## config.mk

```make
export PLATFORM = sky130hd
export DESIGN_NAME = stagepipe_instr_loader
export DESIGN_NICKNAME = d
export VERILOG_FILES = /design/src/rtl/stagepipe_pkg.sv /design/src/rtl/stagepipe_sync_fifo.sv /design/src/rtl/stagepipe_instr_loader.sv
export SDC_FILE = /design/constraint.sdc
export NUM_CORES = 1
export LEC_CHECK = 0
export ABC_AREA = 1
export CORE_ASPECT_RATIO = 1.4
export CORE_MARGIN = 2
export CORE_UTILIZATION = 55
export DETAILED_ROUTE_END_ITERATION = 8
export DONT_BUFFER_PORTS = 1
export HOLD_SLACK_MARGIN = 0.05
export PLACE_DENSITY = 0.7
export SETUP_SLACK_MARGIN = 0.3
export SYNTH_ARGS = -nofsm -noshare
export SYNTH_HDL_FRONTEND = slang
export SYNTH_SLANG_ARGS = --single-unit
```

## constraint.sdc

```tcl
create_clock -name clk -period 2.36 [get_ports clk]
set_clock_uncertainty 0.1 [all_clocks]
set_input_delay 0.472 -clock clk [delete_from_list [all_inputs] [get_ports clk]]
set_output_delay 0.472 -clock clk [all_outputs]
set_load 0.02 [all_outputs]
```

## src/rtl/stagepipe_pkg.sv

```systemverilog
// rtl/stagepipe_pkg.sv - opcodes, instruction field layout, NOP word and FSM encoding for the instruction loader
package stagepipe_pkg;

    localparam logic [1:0] OP_ADD = 2'b00;
    localparam logic [1:0] OP_SUB = 2'b01;
    localparam logic [1:0] OP_NOP = 2'b11;

    localparam int OP_LSB  = 30;
    localparam int RS1_LSB = 25;
    localparam int RS2_LSB = 20;
    localparam int RD_LSB  = 0;

    // Writes r0, which the pipeline treats as a discard.
    localparam logic [31:0] NOP_WORD = {OP_NOP, 30'b0};

    localparam int MEM_WORDS_DEF = 32;

    typedef logic [1:0] state_t;
    localparam state_t ST_IDLE = 2'd0;
    localparam state_t ST_LOAD = 2'd1;
    localparam state_t ST_PAD  = 2'd2;
    localparam state_t ST_DONE = 2'd3;

    typedef struct packed {
        logic [1:0] op;
        logic [4:0] rs1;
        logic [4:0] rs2;
        logic [4:0] rd;
    } instr_fields_t;

    function automatic logic [31:0] encode_instr(input instr_fields_t f);
        logic [31:0] w;
        w = '0;
        w[OP_LSB  +: 2] = f.op;
        w[RS1_LSB +: 5] = f.rs1;
        w[RS2_LSB +: 5] = f.rs2;
        w[RD_LSB  +: 5] = f.rd;
        return w;
    endfunction

endpackage

```

## src/rtl/stagepipe_sync_fifo.sv

```systemverilog
// rtl/stagepipe_sync_fifo.sv - registered synchronous FIFO; head entry readable combinationally while held
module stagepipe_sync_fifo #(
    parameter int WIDTH = 32,
    parameter int DEPTH = 4
) (
    input  logic             clk,
    input  logic             rst,
    input  logic             push,
    input  logic [WIDTH-1:0] wdata,
    input  logic             pop,
    output logic [WIDTH-1:0] rdata,
    output logic             full,
    output logic             empty
);

    localparam int PW   = $clog2(DEPTH);
    localparam int CNTW = PW + 1;
    localparam logic [PW:0] FULL_CNT = CNTW'(DEPTH);

    logic [WIDTH-1:0] mem_q [DEPTH];
    logic [PW-1:0]    wptr_q;
    logic [PW-1:0]    rptr_q;
    logic [PW:0]      count_q;
    logic             do_push;
    logic             do_pop;

    assign full    = (count_q == FULL_CNT);
    assign empty   = (count_q == '0);
    assign do_push = push && !full;
    assign do_pop  = pop && !empty;
    assign rdata   = mem_q[rptr_q];

    always_ff @(posedge clk or posedge rst) begin
        if (rst) begin
            wptr_q  <= '0;
            rptr_q  <= '0;
            count_q <= '0;
        end else begin
            if (do_push) wptr_q <= wptr_q + 1'b1;
            if (do_pop)  rptr_q <= rptr_q + 1'b1;
            case ({do_push, do_pop})
                2'b10:   count_q <= count_q + 1'b1;
                2'b01:   count_q <= count_q - 1'b1;
                default: count_q <= count_q;
            endcase
        end
    end

    // Storage needs no reset: empty masks stale contents.
    always_ff @(posedge clk) begin
        if (do_push) mem_q[wptr_q] <= wdata;
    end

endmodule

```

## src/rtl/stagepipe_instr_loader.sv

```systemverilog
// rtl/stagepipe_instr_loader.sv - packs instruction fields and loads instruction memory; STAGEPIPE_LOADER_PAD_EN fills the tail with NOPs
module stagepipe_instr_loader
    import stagepipe_pkg::*;
#(
    parameter int FIFO_DEPTH = 4,
    parameter int MEM_WORDS  = MEM_WORDS_DEF
) (
    input  logic                         clk,
    input  logic                         rst,
    input  logic                         in_valid,
    output logic                         in_ready,
    input  logic [1:0]                   in_op,
    input  logic [4:0]                   in_rs1,
    input  logic [4:0]                   in_rs2,
    input  logic [4:0]                   in_rd,
    input  logic                         in_last,
    input  logic                         clear,
    output logic                         mem_we,
    output logic [$clog2(MEM_WORDS)-1:0] mem_addr,
    output logic [31:0]                  mem_wdata,
    input  logic                         mem_ready,
    output logic                         pipe_rst,
    output logic                         done,
    output logic [$clog2(MEM_WORDS):0]   words
);

    localparam int AW = $clog2(MEM_WORDS);
    localparam int CW = AW + 1;
    localparam logic [AW:0]   CNT_MAX   = CW'(MEM_WORDS);
    localparam logic [AW:0]   CNT_LAST  = CW'(MEM_WORDS - 1);
    localparam logic [AW-1:0] ADDR_LAST = AW'(MEM_WORDS - 1);

    state_t        state_q;
    state_t        state_d;
    logic [AW-1:0] addr_q;
    logic [AW:0]   words_q;
    logic [AW:0]   acc_cnt_q;
    logic          last_seen_q;
    logic          pipe_rst_q;
    logic          done_q;

    logic          fifo_full;
    logic          fifo_empty;
    logic [31:0]   fifo_rdata;
    logic [31:0]   in_word;
    logic          accept;
    logic          accept_last;
    logic          pad_active;
    logic          wr_done;

    assign in_word = encode_instr('{op: in_op, rs1: in_rs1, rs2: in_rs2, rd: in_rd});

    // rst is folded in so the stream sees not-ready for the whole reset, not just after it.
    assign in_ready = !rst
                    && (state_q == ST_IDLE || state_q == ST_LOAD)
                    && !fifo_full && !last_seen_q && (acc_cnt_q < CNT_MAX);
    assign accept      = in_valid && in_ready;
    assign accept_last = in_last || (acc_cnt_q == CNT_LAST);

`ifdef STAGEPIPE_LOADER_PAD_EN
    assign pad_active = (state_q == ST_PAD);
`else
    assign pad_active = 1'b0;
`endif

    assign mem_we    = !fifo_empty || pad_active;
    assign mem_wdata = pad_active ? NOP_WORD : (fifo_empty ? 32'h0 : fifo_rdata);
    assign mem_addr  = addr_q;
    assign wr_done   = mem_we && mem_ready;
    assign pipe_rst  = pipe_rst_q;
    assign done      = done_q;
    assign words     = words_q;

    stagepipe_sync_fifo #(
        .WIDTH (32),
        .DEPTH (FIFO_DEPTH)
    ) u_fifo (
        .clk   (clk),
        .rst   (rst),
        .push  (accept),
        .wdata (in_word),
        .pop   (wr_done && !fifo_empty),
        .rdata (fifo_rdata),
        .full  (fifo_full),
        .empty (fifo_empty)
    );

    always_comb begin
        state_d = state_q;
        case (state_q)
            ST_IDLE: if (accept) state_d = ST_LOAD;
            ST_LOAD: begin
                // An empty FIFO after the last accept means every program word has landed.
                if (last_seen_q && fifo_empty) begin
`ifdef STAGEPIPE_LOADER_PAD_EN
                    state_d = (words_q == CNT_MAX) ? ST_DONE : ST_PAD;
`else
                    state_d = ST_DONE;
`endif
                end
            end
`ifdef STAGEPIPE_LOADER_PAD_EN
            ST_PAD:  if (wr_done && words_q == CNT_LAST) state_d = ST_DONE;
`endif
            ST_DONE: if (clear) state_d = ST_IDLE;
            default: state_d = ST_IDLE;
        endcase
    end

    always_ff @(posedge clk or posedge rst) begin
        if (rst) begin
            state_q     <= ST_IDLE;
            addr_q      <= '0;
            words_q     <= '0;
            acc_cnt_q   <= '0;
            last_seen_q <= 1'b0;
            pipe_rst_q  <= 1'b1;
            done_q      <= 1'b0;
        end else begin
            state_q    <= state_d;
            pipe_rst_q <= (state_d != ST_DONE);
            done_q     <= (state_d == ST_DONE);
            if (state_q == ST_DONE && clear) begin
                addr_q      <= '0;
                words_q     <= '0;
                acc_cnt_q   <= '0;
                last_seen_q <= 1'b0;
            end else begin
                if (accept) begin
                    acc_cnt_q <= acc_cnt_q + 1'b1;
                    if (accept_last) last_seen_q <= 1'b1;
                end
                if (wr_done) begin
                    words_q <= words_q + 1'b1;
                    if (addr_q != ADDR_LAST) addr_q <= addr_q + 1'b1;
                end
            end
        end
    end

endmodule
```

==> impl_results.md <==
- Status: finished, final reports clean
- Top fanout value on the critical path: 8
- Initial core utilization: 56.5%
- Syn Inst Count: 404
- Die Ht: 110 um
- Peak supply drop: 0.735 mV
- Critical path class: reg2out
- First-pass GRT wire length: 13800 um
- Root Driver: clkbuf_8
- Routed WL: 8590 um
- Pins Over Slew Limit: 0
- ANT cells: 0
- Minimum clock period: 2.11 ns
- Final Hold Vio Count: 0
- Static Leak: 2.02 nW
- Setup violations, final: 0
- Unrepaired setup endpoints after global routing: true
- Area Overhead vs Synth: 14.2%
- Final cell count without fillers: 541
- Wirelength per Cell: 15.9 um
- H-tree depth: 3
- CP Cell Sequence: buf_4, nor2_1, nor2_1, o21ai_1, a21oi_1, buf_4
- CP Buf/Inv Count: 2
- Pwr dens: 1260 nW/um2
- CP top delay family: flip-flops
- Post-route ant nets: 0
- Yosys warns: 0
- Largest net degree at the start of global routing: 30
- Synth Area per Inst: 10.8 um2
- GRT Util Overall: 21.3%
- Sequential fraction of the synthesis area: 63.3%
- Max cap viols: 0
- Placed cells: 512
- Gpl congestion: 0.797
- CTS sink cnt: 97
- CTS tree: done
- Most common cell after layout, fill and taps aside: nor2_1
- Core area: 7750 um2
- Worst EP arrival: 1.54 ns
- Row count: 38
- Vias in the first global route: 2821
- Initial antenna violation count: 0
- Share of layout cells above drive strength 1: 20.9%
- Vias per cell: 5.29
- Worst-path clk slew: 0.09 ns
- # nets final: 469
- Skew-Pair Late Insertion Delay: 0.36 ns
- Total number of vias: 2860
- CP peak stage delay: 0.45 ns
- DRC Markers: 0
- DRT iter0 DRCs: 183
- WP data required: 1.79 ns
- Drt first pass iters: 4
- Die area: 8690 um2
- GRT overflow: 0
- DP HPWL: 5570 um
- CP Capture Type: primary output
- Worst Hold Class: in2reg
- Setup TNS: 0 ns
- Fmax: 475 MHz
- Final period util: 89.3%
- Slowest stage cell, crit path: dfrtp_2
- Mapped Area: 4380 um2
- Port buffer count: 0
- Worst setup SP type: flop
- Total CTS buffers: 9
- Clock buffer depth: 2
- Commonest cells after routing, fill and taps aside: 78 x nor2_1, 68 x edfxtp_1, 42 x nand2_1
- Chip width: 79.4 um
- Netlist cell types: 32
- Number of I/O pins: 70
- Number of synthesized register bits: 97
-- timing repair --
| item | CTS | global route |
|---|---|---|
| resized for setup | 16 | 4 |
| setup buffers | 6 | 5 |
| endpoints found under the setup margin | 17 | 19 |
| gates cloned | 1 | 0 |
| hold buffers | 1 | 0 |
| pin swaps | 1 | 2 |
| endpoints found under the hold margin | 28 | 0 |
-- area by class of cell --
cell class	instances	area, um2
Tap cell	100	125
Timing Repair Buffer	34	318
Sequential cell	97	2770
Inverter	32	144
Clock buffer	12	178
Fill cell	598	2750
Multi-Input combinational cell	262	1410
Clock inverter	4	46.3
-- per-stage QoR --
stage / setup slack [ns] / utilization, % / area, um2 / hold slack (ns) / power [mW]
floorplan: -0.0285 / - / 4460 / 0.289 / 4.23
global placement: 0.395 / 59.0 / 4570 / 0.381 / 4.80
detailed placement: 0.342 / 59.0 / 4570 / 0.381 / 4.88
CTS: 0.231 / 63.7 / 4940 / 0.0776 / 6.29
global route: 0.122 / 64.5 / 5000 / 0.0791 / 6.72
finish: 0.253 / 64.5 / 5000 / 0.102 / 6.29
-- where the power goes --
group | switching (mW) | total [mW] | leakage (nW) | internal [mW]
Combinational | 1.61 | 2.67 | 0.939 | 1.06
Clock | 0.535 | 1.15 | 0.110 | 0.614
Sequential | 0.385 | 2.48 | 0.972 | 2.09
-- state kept, by name, summed over array words and instances (netlist names) --
| name | cells |
|---|---|
| u_fifo.wptr_q | 2 |
| pipe_rst | 1 |
| u_fifo.mem_q | 68 |
| u_fifo.rptr_q | 2 |
| done | 1 |
| state_q | 2 |
| acc_cnt_q | 6 |
| last_seen_q | 1 |
| u_fifo.count_q | 3 |
| mem_addr | 5 |
| words | 6 |
-- worst reg2reg max path, delay by kind of cell (launching register included) --
family,cells,cell delay [ns]
buffers and inverters,3,0.23
adders and majority gates,2,0.46
xor gates and xnor gates,1,0.14
and+or+nand+nor,2,0.31
DFF,1,0.39
AOI/OAI and AO/OA,2,0.21
-- Yosys cell counts, drive strengths merged --
master,instances,area (um2)
dfstp,1,26.3
inv,32,125
edfxtp,68,2040
and3,1,6.26
buf,27,183
ha,9,113
a31oi,1,6.26
fa,1,20.0
nor2,87,349
conb,1,3.75
dfrtp,28,701
o21bai,2,15.0
nand4,5,31.3
xnor2,3,26.3
o21ai,42,221
o31ai,1,7.51
nand3,20,135
nand3b,1,7.51
nand2,46,190
xor2,7,61.3
a21oi,21,105
-- final timing paths --
| check | end | slack (ns) | start | cells past startpoint |
|---|---|---|---|---|
| min reg2reg | u_fifo.count_q[0]$_DFFE_PP0P_ | 0.40 | u_fifo.count_q[0]$_DFFE_PP0P_ | 1 |
| min in group asynchronous | last_seen_q$_DFFE_PP0P_ | 0.54 | rst | 3 |
| max in group asynchronous | pipe_rst$_DFF_PP1_ | 1.31 | rst | 3 |
| min | u_fifo.mem_q[0][12]$_DFFE_PP_ | 0.10 | in_rs1[2] | 0 |
| max reg2reg | u_fifo.count_q[2]$_DFFE_PP0P_ | 0.40 | u_fifo.count_q[2]$_DFFE_PP0P_ | 10 |
| max | mem_wdata[26] | 0.25 | u_fifo.rptr_q[0]$_DFFE_PP0P_ | 6 |
-- cell families (layout without fill, tap and decap cells) --
logic type | Yosys count | in the layout | synth area share [%]
AND/OR/NAND/NOR | 160 | 160 | 16.4
AO/OA/AOI/OAI | 67 | 67 | 8.12
XOR/XNOR | 10 | 10 | 2.00
flip-flops | 97 | 97 | 63.3
adder cells (fa/ha/maj) | 10 | 10 | 3.03
buffers and inverters | 59 | 82 | 7.03
other | 1 | 15 | 0.0857
-- per-layer routing --
| layer | part of all wire (%) | wire [um] | track usage, % |
|---|---|---|---|
| met5 | 0 | 0 | 0 |
| met4 | 1.9 | 162 | 9.36 |
| met2 | 55 | 4770 | 39.0 |
| met3 | 4.6 | 391 | 5.42 |
| met1 | 38 | 3270 | 23.0 |
No activity file was read; power rests on OpenSTA's default activity.
